--- config.mk ---
export PLATFORM = sky130hd
export DESIGN_NAME = hazard_detection_unit
export DESIGN_NICKNAME = d
export VERILOG_FILES = /design/src/rtl/pipeline_pkg.sv /design/src/rtl/hazard_detection_unit_sat_counter.sv /design/src/rtl/hazard_detection_unit.sv
export SDC_FILE = /design/constraint.sdc
export NUM_CORES = 1
export LEC_CHECK = 0
export ABC_AREA = 1
export BUFFER_PORTS_ARGS = -buffer_cell sky130_fd_sc_hd__buf_2
export CAP_MARGIN = 25
export CORE_UTILIZATION = 49
export CTS_CLUSTER_DIAMETER = 40
export DETAILED_ROUTE_END_ITERATION = 6
export PLACE_DENSITY = 0.78
export RECOVER_POWER = 100
export SYNTH_ARGS = -nofsm -noshare
export SYNTH_HDL_FRONTEND = slang
export SYNTH_SLANG_ARGS = --single-unit
--- constraint.sdc ---
create_clock -name clk -period 2.91 [get_ports clk]
set_input_delay 0.1455 -clock clk [delete_from_list [all_inputs] [get_ports clk]]
set_output_delay 0.1455 -clock clk [all_outputs]
set_load 0.02 [all_outputs]
--- src/rtl/pipeline_pkg.sv ---
// Shared pipeline-control types: hazard unit states, the zero register,
// and the latch-enable bundle driven into the PC and pipeline registers.
package pipeline_pkg;

    typedef enum logic [1:0] {
        RUN,
        MEM_WAIT,
        ERROR
    } hdu_state_e;

    localparam logic [4:0] REG_ZERO = 5'd0;

    typedef struct packed {
        logic pc_write;
        logic if_id_write;
        logic id_ex_write;
        logic ex_mem_write;
        logic mem_wb_write;
    } latch_ctrl_t;

    localparam latch_ctrl_t LATCH_ALL  = '{default: 1'b1};
    localparam latch_ctrl_t LATCH_NONE = '{default: 1'b0};

endpackage

--- src/rtl/hazard_detection_unit_sat_counter.sv ---
// Width-parameterised saturating up-counter for performance statistics.
module sat_counter #(
    parameter int WIDTH = 16
) (
    input  logic             clk,
    input  logic             rst,
    input  logic             inc,
    output logic [WIDTH-1:0] count
);

    // Holds at all-ones instead of wrapping, so an overflowed count stays obvious.
    always_ff @(posedge clk or posedge rst) begin
        if (rst) begin
            count <= '0;
        end else if (inc && (count != '1)) begin
            count <= count + WIDTH'(1);
        end
    end

endmodule

--- src/rtl/hazard_detection_unit.sv ---
// Stall/bubble/flush control for the 5-stage pipeline: load-use stalls,
// taken-branch flushes, data-memory wait freezes and a memory-wait watchdog.
module hazard_detection_unit
    import pipeline_pkg::*;
#(
    parameter int TIMEOUT = 256,
    parameter int CNT_W   = 16
) (
    input  logic             clk,
    input  logic             rst,
    input  logic [4:0]       if_id_rs,
    input  logic [4:0]       if_id_rt,
    input  logic [4:0]       id_ex_rt,
    input  logic             id_ex_mem_read,
    input  logic             branch_taken,
    input  logic             dmem_req,
    input  logic             dmem_ready,
    output logic             pc_write,
    output logic             if_id_write,
    output logic             id_ex_write,
    output logic             ex_mem_write,
    output logic             mem_wb_write,
    output logic             id_ex_bubble,
    output logic             if_id_flush,
    output logic             id_ex_flush,
    output logic [CNT_W-1:0] stall_cycles,
    output logic             mem_timeout
);

    localparam int                WAIT_W    = $clog2(TIMEOUT) + 1;
    localparam logic [WAIT_W-1:0] WAIT_LAST = WAIT_W'(TIMEOUT - 1);

    hdu_state_e        state, state_next;
    logic [WAIT_W-1:0] wait_cnt, wait_cnt_next;
    logic              flush_pending, flush_pending_next;
    logic              freeze, load_use, flush, flush_fire;
    latch_ctrl_t       ctrl;

    always_comb begin
        freeze     = dmem_req & ~dmem_ready;
        load_use   = id_ex_mem_read & (id_ex_rt != REG_ZERO) &
                     ((id_ex_rt == if_id_rs) | (id_ex_rt == if_id_rt));
        flush      = (branch_taken | flush_pending) & ~freeze;
        flush_fire = flush & (state != ERROR);
    end

    // Freeze beats flush beats load-use; a flush discards the would-be stalled instruction.
    always_comb begin
        ctrl         = LATCH_ALL;
        id_ex_bubble = 1'b0;
        if_id_flush  = 1'b0;
        id_ex_flush  = 1'b0;
        if (rst || (state == ERROR) || freeze) begin
            ctrl = LATCH_NONE;
        end else if (flush) begin
            if_id_flush = 1'b1;
            id_ex_flush = 1'b1;
        end else if (load_use) begin
            ctrl.pc_write    = 1'b0;
            ctrl.if_id_write = 1'b0;
            id_ex_bubble     = 1'b1;
        end
    end

    assign pc_write     = ctrl.pc_write;
    assign if_id_write  = ctrl.if_id_write;
    assign id_ex_write  = ctrl.id_ex_write;
    assign ex_mem_write = ctrl.ex_mem_write;
    assign mem_wb_write = ctrl.mem_wb_write;
    assign mem_timeout  = (state == ERROR);

    // A branch resolved during a freeze is remembered and flushed once memory releases.
    always_comb begin
        flush_pending_next = flush_pending;
        if (branch_taken && freeze) begin
            flush_pending_next = 1'b1;
        end else if (flush_fire) begin
            flush_pending_next = 1'b0;
        end
    end

    always_comb begin
        state_next    = state;
        wait_cnt_next = wait_cnt;
        case (state)
            RUN: begin
                if (freeze) begin
                    state_next    = (TIMEOUT <= 1) ? ERROR : MEM_WAIT;
                    wait_cnt_next = WAIT_W'(1);
                end
            end
            MEM_WAIT: begin
                if (!freeze) begin
                    state_next    = RUN;
                    wait_cnt_next = '0;
                end else if (wait_cnt == WAIT_LAST) begin
                    state_next = ERROR;
                end else begin
                    wait_cnt_next = wait_cnt + WAIT_W'(1);
                end
            end
            ERROR:   state_next = ERROR;
            default: begin
                state_next    = RUN;
                wait_cnt_next = '0;
            end
        endcase
    end

    always_ff @(posedge clk or posedge rst) begin
        if (rst) begin
            state         <= RUN;
            wait_cnt      <= '0;
            flush_pending <= 1'b0;
        end else begin
            state         <= state_next;
            wait_cnt      <= wait_cnt_next;
            flush_pending <= flush_pending_next;
        end
    end

    sat_counter #(
        .WIDTH(CNT_W)
    ) u_stall_counter (
        .clk  (clk),
        .rst  (rst),
        .inc  (~ctrl.pc_write),
        .count(stall_cycles)
    );

endmodule

== After elaboration in Yosys (flattened, before gate mapping) ==
Index checks and enable logic that the tools add are counted.
Storage, ports and cells
  bits in read-only memories: 0
  bits in writable memories: 0
  flip-flop bits (word level): 28
  memories: 0
  bits in latches: 0
Operators by class
  $mul: 0
  reductions and logical operators: 9
  shift operators: 0
  eq/ne operators: 10
  divide/modulo/power cells: 0
  multiplexer cells: 19
  bitwise operators: 11
  order comparisons: 0
  add/subtract/negate cells: 2
Operators by type and width (count)
  $mux W9: 3
  $pmux W9 S3: 1
  $add A16 B1 Y16 const B: 1
  $ne A16 B16 Y1 const B: 1
  $mux W2: 6
  $eq A5 B5 Y1: 2
  $add A9 B1 Y9 const B: 1
  $eq A9 B8 Y1 const B: 1
  $mux W1: 7
  $ne A3 B3 Y1 const B: 2
  $pmux W2 S3: 1
  $and A1 B1 Y1: 5
  $reduce_bool A5 Y1: 1
  $ne A2 B2 Y1 const B: 2
  $not A1 Y1: 4
  $mux W3: 1
  $reduce_and A3 Y1: 1
  $eq A2 B1 Y1 const B: 1
  $eq A2 B2 Y1 const B: 1
  $logic_and A1 B1 Y1: 2
  $logic_not A2 Y1: 1
  $logic_or A1 B1 Y1: 2
  $or A1 B1 Y1: 2
  $reduce_and A2 Y1: 1
  $reduce_bool A2 Y1: 1

== Logic depth before layout (Yosys ltp) ==
  word-level depth: 8
  gate-level depth with buffers: 12

== Hierarchy ==
From an unflattened synthesis, not the netlist that was laid out.
Second synthesis, totals
  cells, all modules: 296
  area, all modules: 2020.7 µm²
By module, submodules not included
  sat_counter: area each 1069.8 µm², cells each 150, sequential area each 400.4 µm², instances 1
  hazard_detection_unit: area each 950.9 µm², cells each 146, sequential area each 300.3 µm², instances 1

== Least setup slack after synthesis ==
No wires, ideal clock.
  path kind: reg-to-output
  from: register state[1]
  to: output port if_id_flush
  buffers on the path: 1
  stages on the path, launching flop included: 7
  data arrival time: 1.630 ns
  path slack: 1.134 ns
  data required time: 2.765 ns
  path through: dfrtp_1 inv_1 nor2_1 nor3_4 inv_1 nor2_1 buf_4
Between the ends
  cells in the longest elaborated chain, start to end: 4
Ends and longest elaborated chain
  start, declared: line hazard_detection_unit.sv:33  | hdu_state_e state, state_next;
  start signal, assigned: line hazard_detection_unit.sv:116  | state <= state_next;
  $eq A2 B2 Y1
  net mem_timeout: line hazard_detection_unit.sv:27  | output logic mem_timeout
  $logic_or A1 B1 Y1 (2 in a row): line hazard_detection_unit.sv:53  | if (rst || (state == ERROR) || freeze) begin
  $mux W1: line hazard_detection_unit.sv:53
  end, declared: line hazard_detection_unit.sv:24  | output logic if_id_flush,
The timed path passes the listed nets, and every way through them passes these cells.

== Worst setup path in the final report ==
  from: register u_stall_counter.count[0]
  to: register u_stall_counter.count[4]
Between the ends
  cells in the longest elaborated chain, start to end: 2
  elaborated cells on any way between the ends: 3
  classes of those cells: add/sub (1); eq/ne (1); reduce/logical (1)
Ends and longest elaborated chain
  start, declared: line hazard_detection_unit_sat_counter.sv:8  | output logic [WIDTH-1:0] count
  start signal, assigned: line hazard_detection_unit_sat_counter.sv:16  | count <= count + WIDTH'(1);
  branches (longest 2 deep; another with $add A16 B1 Y16)
Several ways; the timed one is not identified.
A chain may end at the register's enable or synchronous reset.

==> flow_results.xml <==
<?xml version="1.0" encoding="UTF-8"?>
<metrics>
  <group name="critical_path">
    <metric name="capturing_point_of_the_worst_reg2reg_path" unit="">u_stall_counter.count[4]$_DFFE_PP0P_</metric>
    <metric name="timing.rr.start" unit="">u_stall_counter.count[0]$_DFFE_PP0P_</metric>
    <metric name="worst-setup-path-type" unit="">register to register</metric>
    <metric name="crit_top_cell" unit="">sky130_fd_sc_hd__nand2_1</metric>
    <metric name="worst_ep_arrival" unit="ns">2.52</metric>
    <metric name="critical_path.max_fanout" unit="">13</metric>
    <metric name="crit_path_end_kind" unit="">register</metric>
    <metric name="timing.critical_path.max_delay_family" unit="">simple AND/OR/NAND/NOR gates</metric>
    <metric name="startpoint_type_of_the_worst_setup_path" unit="">register</metric>
    <metric name="count_of_buffer_and_inverter_cells_on_the_critical_path" unit="">0</metric>
    <metric name="timing.critical_path.cells" unit="">ha_1 &gt; nand3_1 &gt; nor2_1 &gt; nand4_1 &gt; nand2_1 &gt; nand2_1 &gt; nand2_1</metric>
    <metric name="worst-r2r-cell-count" unit="">7</metric>
    <metric name="critical_path_required" unit="ns">3.13</metric>
    <metric name="cpMaxStageDelayCell" unit="">sky130_fd_sc_hd__nand4_1</metric>
    <metric name="reg2reg_setup_slack" unit="ns">0.60</metric>
    <metric name="critPathMaxStageDelay" unit="ns">0.52</metric>
  </group>
  <group name="synth">
    <metric name="netlist_top_cells_area" unit="">sky130_fd_sc_hd__dfrtp_1 (37%), sky130_fd_sc_hd__nand2_1 (18%), sky130_fd_sc_hd__inv_1 (8.3%)</metric>
    <metric name="postSynth.asyncResetShare" unit="%">100</metric>
    <metric name="yosys.cell_types.count" unit="">31</metric>
    <metric name="fraction_of_the_yosys_area_taken_by_sequential_cells" unit="%">36.8</metric>
    <metric name="synth_most_common_cell" unit="">sky130_fd_sc_hd__nand2_1</metric>
    <metric name="ys.flop_type" unit="">sky130_fd_sc_hd__dfrtp_1</metric>
    <metric name="synth-edff-count" unit="">0</metric>
    <metric name="postSynthRegisterBits" unit="">28</metric>
    <metric name="post_synth_instance_area" unit="sq um">1900</metric>
    <metric name="yosys.area.top_type" unit="">sky130_fd_sc_hd__dfrtp_1</metric>
    <metric name="synth_common_cells" unit="">sky130_fd_sc_hd__nand2_1 (90), sky130_fd_sc_hd__inv_1 (42), sky130_fd_sc_hd__dfrtp_1 (28)</metric>
    <metric name="avgSynthCellArea" unit="sq um">7.05</metric>
    <metric name="postSynthCellCount" unit="">270</metric>
    <metric name="yosysWarningCount" unit="">0</metric>
    <metric name="syn-num-nets" unit="">294</metric>
    <metric name="synth_largest_type_area_fraction" unit="%">36.8</metric>
  </group>
  <group name="place">
    <metric name="placement.io_buffers" unit="">45</metric>
    <metric name="place_inst" unit="">356</metric>
    <metric name="finalWeightedCongestion" unit="">0.791</metric>
    <metric name="detailed_place_hpwl" unit="um">2780</metric>
  </group>
  <group name="floorplanning">
    <metric name="fp.dieH" unit="um">64.3</metric>
    <metric name="floorplan.initialDensity" unit="%">51.6</metric>
    <metric name="total_number_of_placement_rows" unit="">22</metric>
    <metric name="num_io_pins" unit="">46</metric>
    <metric name="floorplan.die.width" unit="um">64.3</metric>
    <metric name="fp.coreArea" unit="sq um">3690</metric>
    <metric name="die-area" unit="sq um">4140</metric>
  </group>
  <group name="layout">
    <metric name="sequential_cell_area" unit="sq um">701</metric>
    <metric name="area_growth_synth_to_finish" unit="%">11.2</metric>
    <metric name="design.final.nets" unit="">338</metric>
    <metric name="stdcell_count" unit="">361</metric>
    <metric name="fillerInstances" unit="">372</metric>
    <metric name="drive_above_1_share" unit="%">11.5</metric>
    <metric name="multiInputGateArea" unit="sq um">912</metric>
    <metric name="diodes" unit="">0</metric>
  </group>
  <group name="power">
    <metric name="clock_power_share" unit="%">28.4</metric>
    <metric name="power.switching" unit="W">0.000359</metric>
    <metric name="p_leak" unit="nW">1.12</metric>
    <metric name="peakVddDrop" unit="uV">210</metric>
    <metric name="power.switching_fraction" unit="%">33.5</metric>
    <metric name="power.internal" unit="W">0.000713</metric>
    <metric name="cellPowerDensity" unit="nW/um^2">506</metric>
    <metric name="combinationalPowerShare" unit="%">26.1</metric>
    <metric name="sequentialPowerShare" unit="%">45.5</metric>
  </group>
  <group name="status">
    <metric name="run_status" unit="">completed</metric>
  </group>
  <group name="timing">
    <metric name="hold_ws" unit="ns">0.238</metric>
    <metric name="final_clock_skew" unit="ns">0.00861</metric>
    <metric name="final_max_slew_viol_count" unit="">0</metric>
    <metric name="finalSetupViolations" unit="">0</metric>
    <metric name="setup_tns" unit="ns">0</metric>
    <metric name="rsz0062_at_grt" unit="">no</metric>
    <metric name="fmax" unit="MHz">433</metric>
    <metric name="min_period" unit="ns">2.31</metric>
    <metric name="max-slew-margin-rel" unit="%">18.2</metric>
    <metric name="finalHoldViolations" unit="">0</metric>
    <metric name="worst_slew_pin_slew" unit="ns">1.23</metric>
    <metric name="final_min_period_over_clock_period" unit="%">79.3</metric>
  </group>
  <group name="route">
    <metric name="detail-route-antenna-nets" unit="">0</metric>
    <metric name="dr_total_vias" unit="">1702</metric>
    <metric name="detail_route.vias_per_cell" unit="">4.71</metric>
    <metric name="drt-pass1-iter-count" unit="">4</metric>
    <metric name="post_drt_wl_per_cell" unit="um">10.2</metric>
    <metric name="drcViolationCount" unit="">0</metric>
    <metric name="wl" unit="um">3670</metric>
    <metric name="initialDrtViolationCount" unit="">68</metric>
  </group>
  <group name="global_routing">
    <metric name="grt_start_max_net_pins" unit="">26</metric>
    <metric name="grt_pass1_wl" unit="um">6310</metric>
    <metric name="grt_pass1_vias" unit="">1542</metric>
    <metric name="initial_antenna_violation_count" unit="">0</metric>
    <metric name="globalRouteTotalUtil" unit="%">19.0</metric>
    <metric name="globalRoute.totalOverflow" unit="">0</metric>
  </group>
  <group name="clocking">
    <metric name="clk_pin_slew" unit="ns">0.10</metric>
    <metric name="cts.repair_timing.setup_buffer_count" unit="">0</metric>
    <metric name="cts_inserted_buffers" unit="">3</metric>
    <metric name="post_cts_resize_count" unit="">0</metric>
    <metric name="tritoncts" unit="">yes</metric>
    <metric name="clk-insertion-delay-late" unit="ns">0.27</metric>
    <metric name="cts.path.max_buffers" unit="">2</metric>
    <metric name="cts.htree.levels" unit="">1</metric>
    <metric name="clock_sinks" unit="">28</metric>
    <metric name="cell_at_the_root_of_the_clock_tree" unit="">sky130_fd_sc_hd__clkbuf_8</metric>
  </group>
  <group name="worst_hold_path">
    <metric name="hold_path.class" unit="">input pin to register</metric>
    <metric name="hold_path_depth" unit="">4</metric>
    <metric name="hold_start" unit="">dmem_ready</metric>
    <metric name="worstHoldEndpoint" unit="">flush_pending$_DFFE_PP0P_</metric>
  </group>
  <group name="run">
    <metric name="max_cap_violations" unit="">0</metric>
  </group>
</metrics>
[stage by stage]
stage / area (sq um) / util [%] / setup WS [ns] / total power [W]
CTS: 2210 / 60.0 / 0.846 / 0.00110
floorplan: 1900 / - / 1.13 / 0.000708
finish: 2120 / 57.4 / 0.603 / 0.00107
detailed placement: 2130 / 57.8 / 0.868 / 0.000798
global route: 2120 / 57.4 / 0.359 / 0.00114
global placement: 2110 / 57.1 / 0.989 / 0.000782
[routing by layer]
layer  global-route usage [%]  wire [um]  part of all wire [%]
met1                     25.0       1770                    48
met2                     33.2       1790                    49
met3                     2.68         88                   2.4
met4                     3.33         19                  0.52
met5                        0          0                     0
[sequential cells by signal, summed over array words and instances (netlist names)]
register	cells
state	2
u_stall_counter.count	16
wait_cnt	9
flush_pending	1
[logic make-up (layout without fill, tap and decap cells)]
| group | Yosys count | in the layout | synth area share [%] |
|---|---|---|---|
| fa+ha+maj | 3 | 3 | 1.97 |
| simple gates | 161 | 161 | 38.8 |
| buf+inv | 52 | 95 | 13.0 |
| compound gates | 16 | 16 | 4.80 |
| flops | 28 | 28 | 36.8 |
| xor+xnor | 10 | 10 | 4.60 |
[worst reg2reg max path, cell delays in order (launching register included)]
cell and delay, ns:
sky130_fd_sc_hd__dfrtp_1 0.43, sky130_fd_sc_hd__ha_1 0.22, sky130_fd_sc_hd__nand3_1 0.13, sky130_fd_sc_hd__nor2_1 0.29, sky130_fd_sc_hd__nand4_1 0.52, sky130_fd_sc_hd__nand2_1 0.48, sky130_fd_sc_hd__nand2_1 0.11, sky130_fd_sc_hd__nand2_1 0.08
[area by class of cell]
cell class | instances | share of cell area (%)
clock buffer | 3 | 1.95
clock inverter | 1 | 1.42
inverter | 44 | 7.80
multi-input combinational | 190 | 43.1
sequential | 28 | 33.1
tap | 48 | 2.84
timing repair buffer | 47 | 9.81
[how the worst max path moves through the flow]
stage                                         startpoint  cells after the start                                    to
floorplan                           state[1]$_DFFE_PP0P_                      6                           if_id_flush
global placement                 wait_cnt[0]$_DFFE_PP0P_                     11               wait_cnt[4]$_DFFE_PP0P_
detailed placement               wait_cnt[0]$_DFFE_PP0P_                     11               wait_cnt[4]$_DFFE_PP0P_
CTS                              wait_cnt[0]$_DFFE_PP0P_                     11               wait_cnt[4]$_DFFE_PP0P_
global route        u_stall_counter.count[0]$_DFFE_PP0P_                      7  u_stall_counter.count[6]$_DFFE_PP0P_
finish              u_stall_counter.count[0]$_DFFE_PP0P_                      7  u_stall_counter.count[4]$_DFFE_PP0P_
[power groups by stage]
stage | logic [W] | registers [W] | clock network [W]
3_5_place_dp | 0.000301 | 0.000496 | 0
6_report | 0.000279 | 0.000488 | 0.000305
5_1_grt | 0.000318 | 0.000495 | 0.000327
4_1_cts | 0.000303 | 0.000489 | 0.000310
2_1_floorplan | 0.000174 | 0.000534 | 0
3_3_place_gp | 0.000289 | 0.000493 | 0
[what timing repair did]
| item | CTS | global route |
|---|---|---|
| endpoints found under the hold margin | 6 | 0 |
| endpoints found under the setup margin | 0 | 0 |
| hold buffers | 1 | 0 |
[layout by cell type, fill, tap and decap left out]
| cell | count |
|---|---|
| sky130_fd_sc_hd__a21boi_0 | 1 |
| sky130_fd_sc_hd__a21oi_1 | 3 |
| sky130_fd_sc_hd__a21oi_2 | 1 |
| sky130_fd_sc_hd__buf_2 | 20 |
| sky130_fd_sc_hd__bufinv_16 | 1 |
| sky130_fd_sc_hd__clkbuf_1 | 26 |
| sky130_fd_sc_hd__clkbuf_8 | 3 |
| sky130_fd_sc_hd__dfrtp_1 | 28 |
| sky130_fd_sc_hd__dlygate4sd3_1 | 1 |
| sky130_fd_sc_hd__ha_1 | 3 |
| sky130_fd_sc_hd__inv_1 | 42 |
| sky130_fd_sc_hd__inv_2 | 2 |
| sky130_fd_sc_hd__nand2_1 | 91 |
| sky130_fd_sc_hd__nand2_2 | 3 |
| sky130_fd_sc_hd__nand2_4 | 1 |
| sky130_fd_sc_hd__nand3_1 | 26 |
| sky130_fd_sc_hd__nand4_1 | 2 |
| sky130_fd_sc_hd__nor2_1 | 25 |
| sky130_fd_sc_hd__nor2_2 | 1 |
| sky130_fd_sc_hd__nor2_4 | 1 |
| sky130_fd_sc_hd__nor3_1 | 6 |
| sky130_fd_sc_hd__nor3_2 | 2 |
| sky130_fd_sc_hd__nor3b_1 | 1 |
| sky130_fd_sc_hd__o21ai_0 | 8 |
| sky130_fd_sc_hd__o22ai_1 | 2 |
| sky130_fd_sc_hd__o31ai_1 | 1 |
| sky130_fd_sc_hd__or2_0 | 1 |
| sky130_fd_sc_hd__or2_2 | 1 |
| sky130_fd_sc_hd__xnor2_1 | 5 |
| sky130_fd_sc_hd__xor2_1 | 5 |
Power figures use the tool's default switching activity.
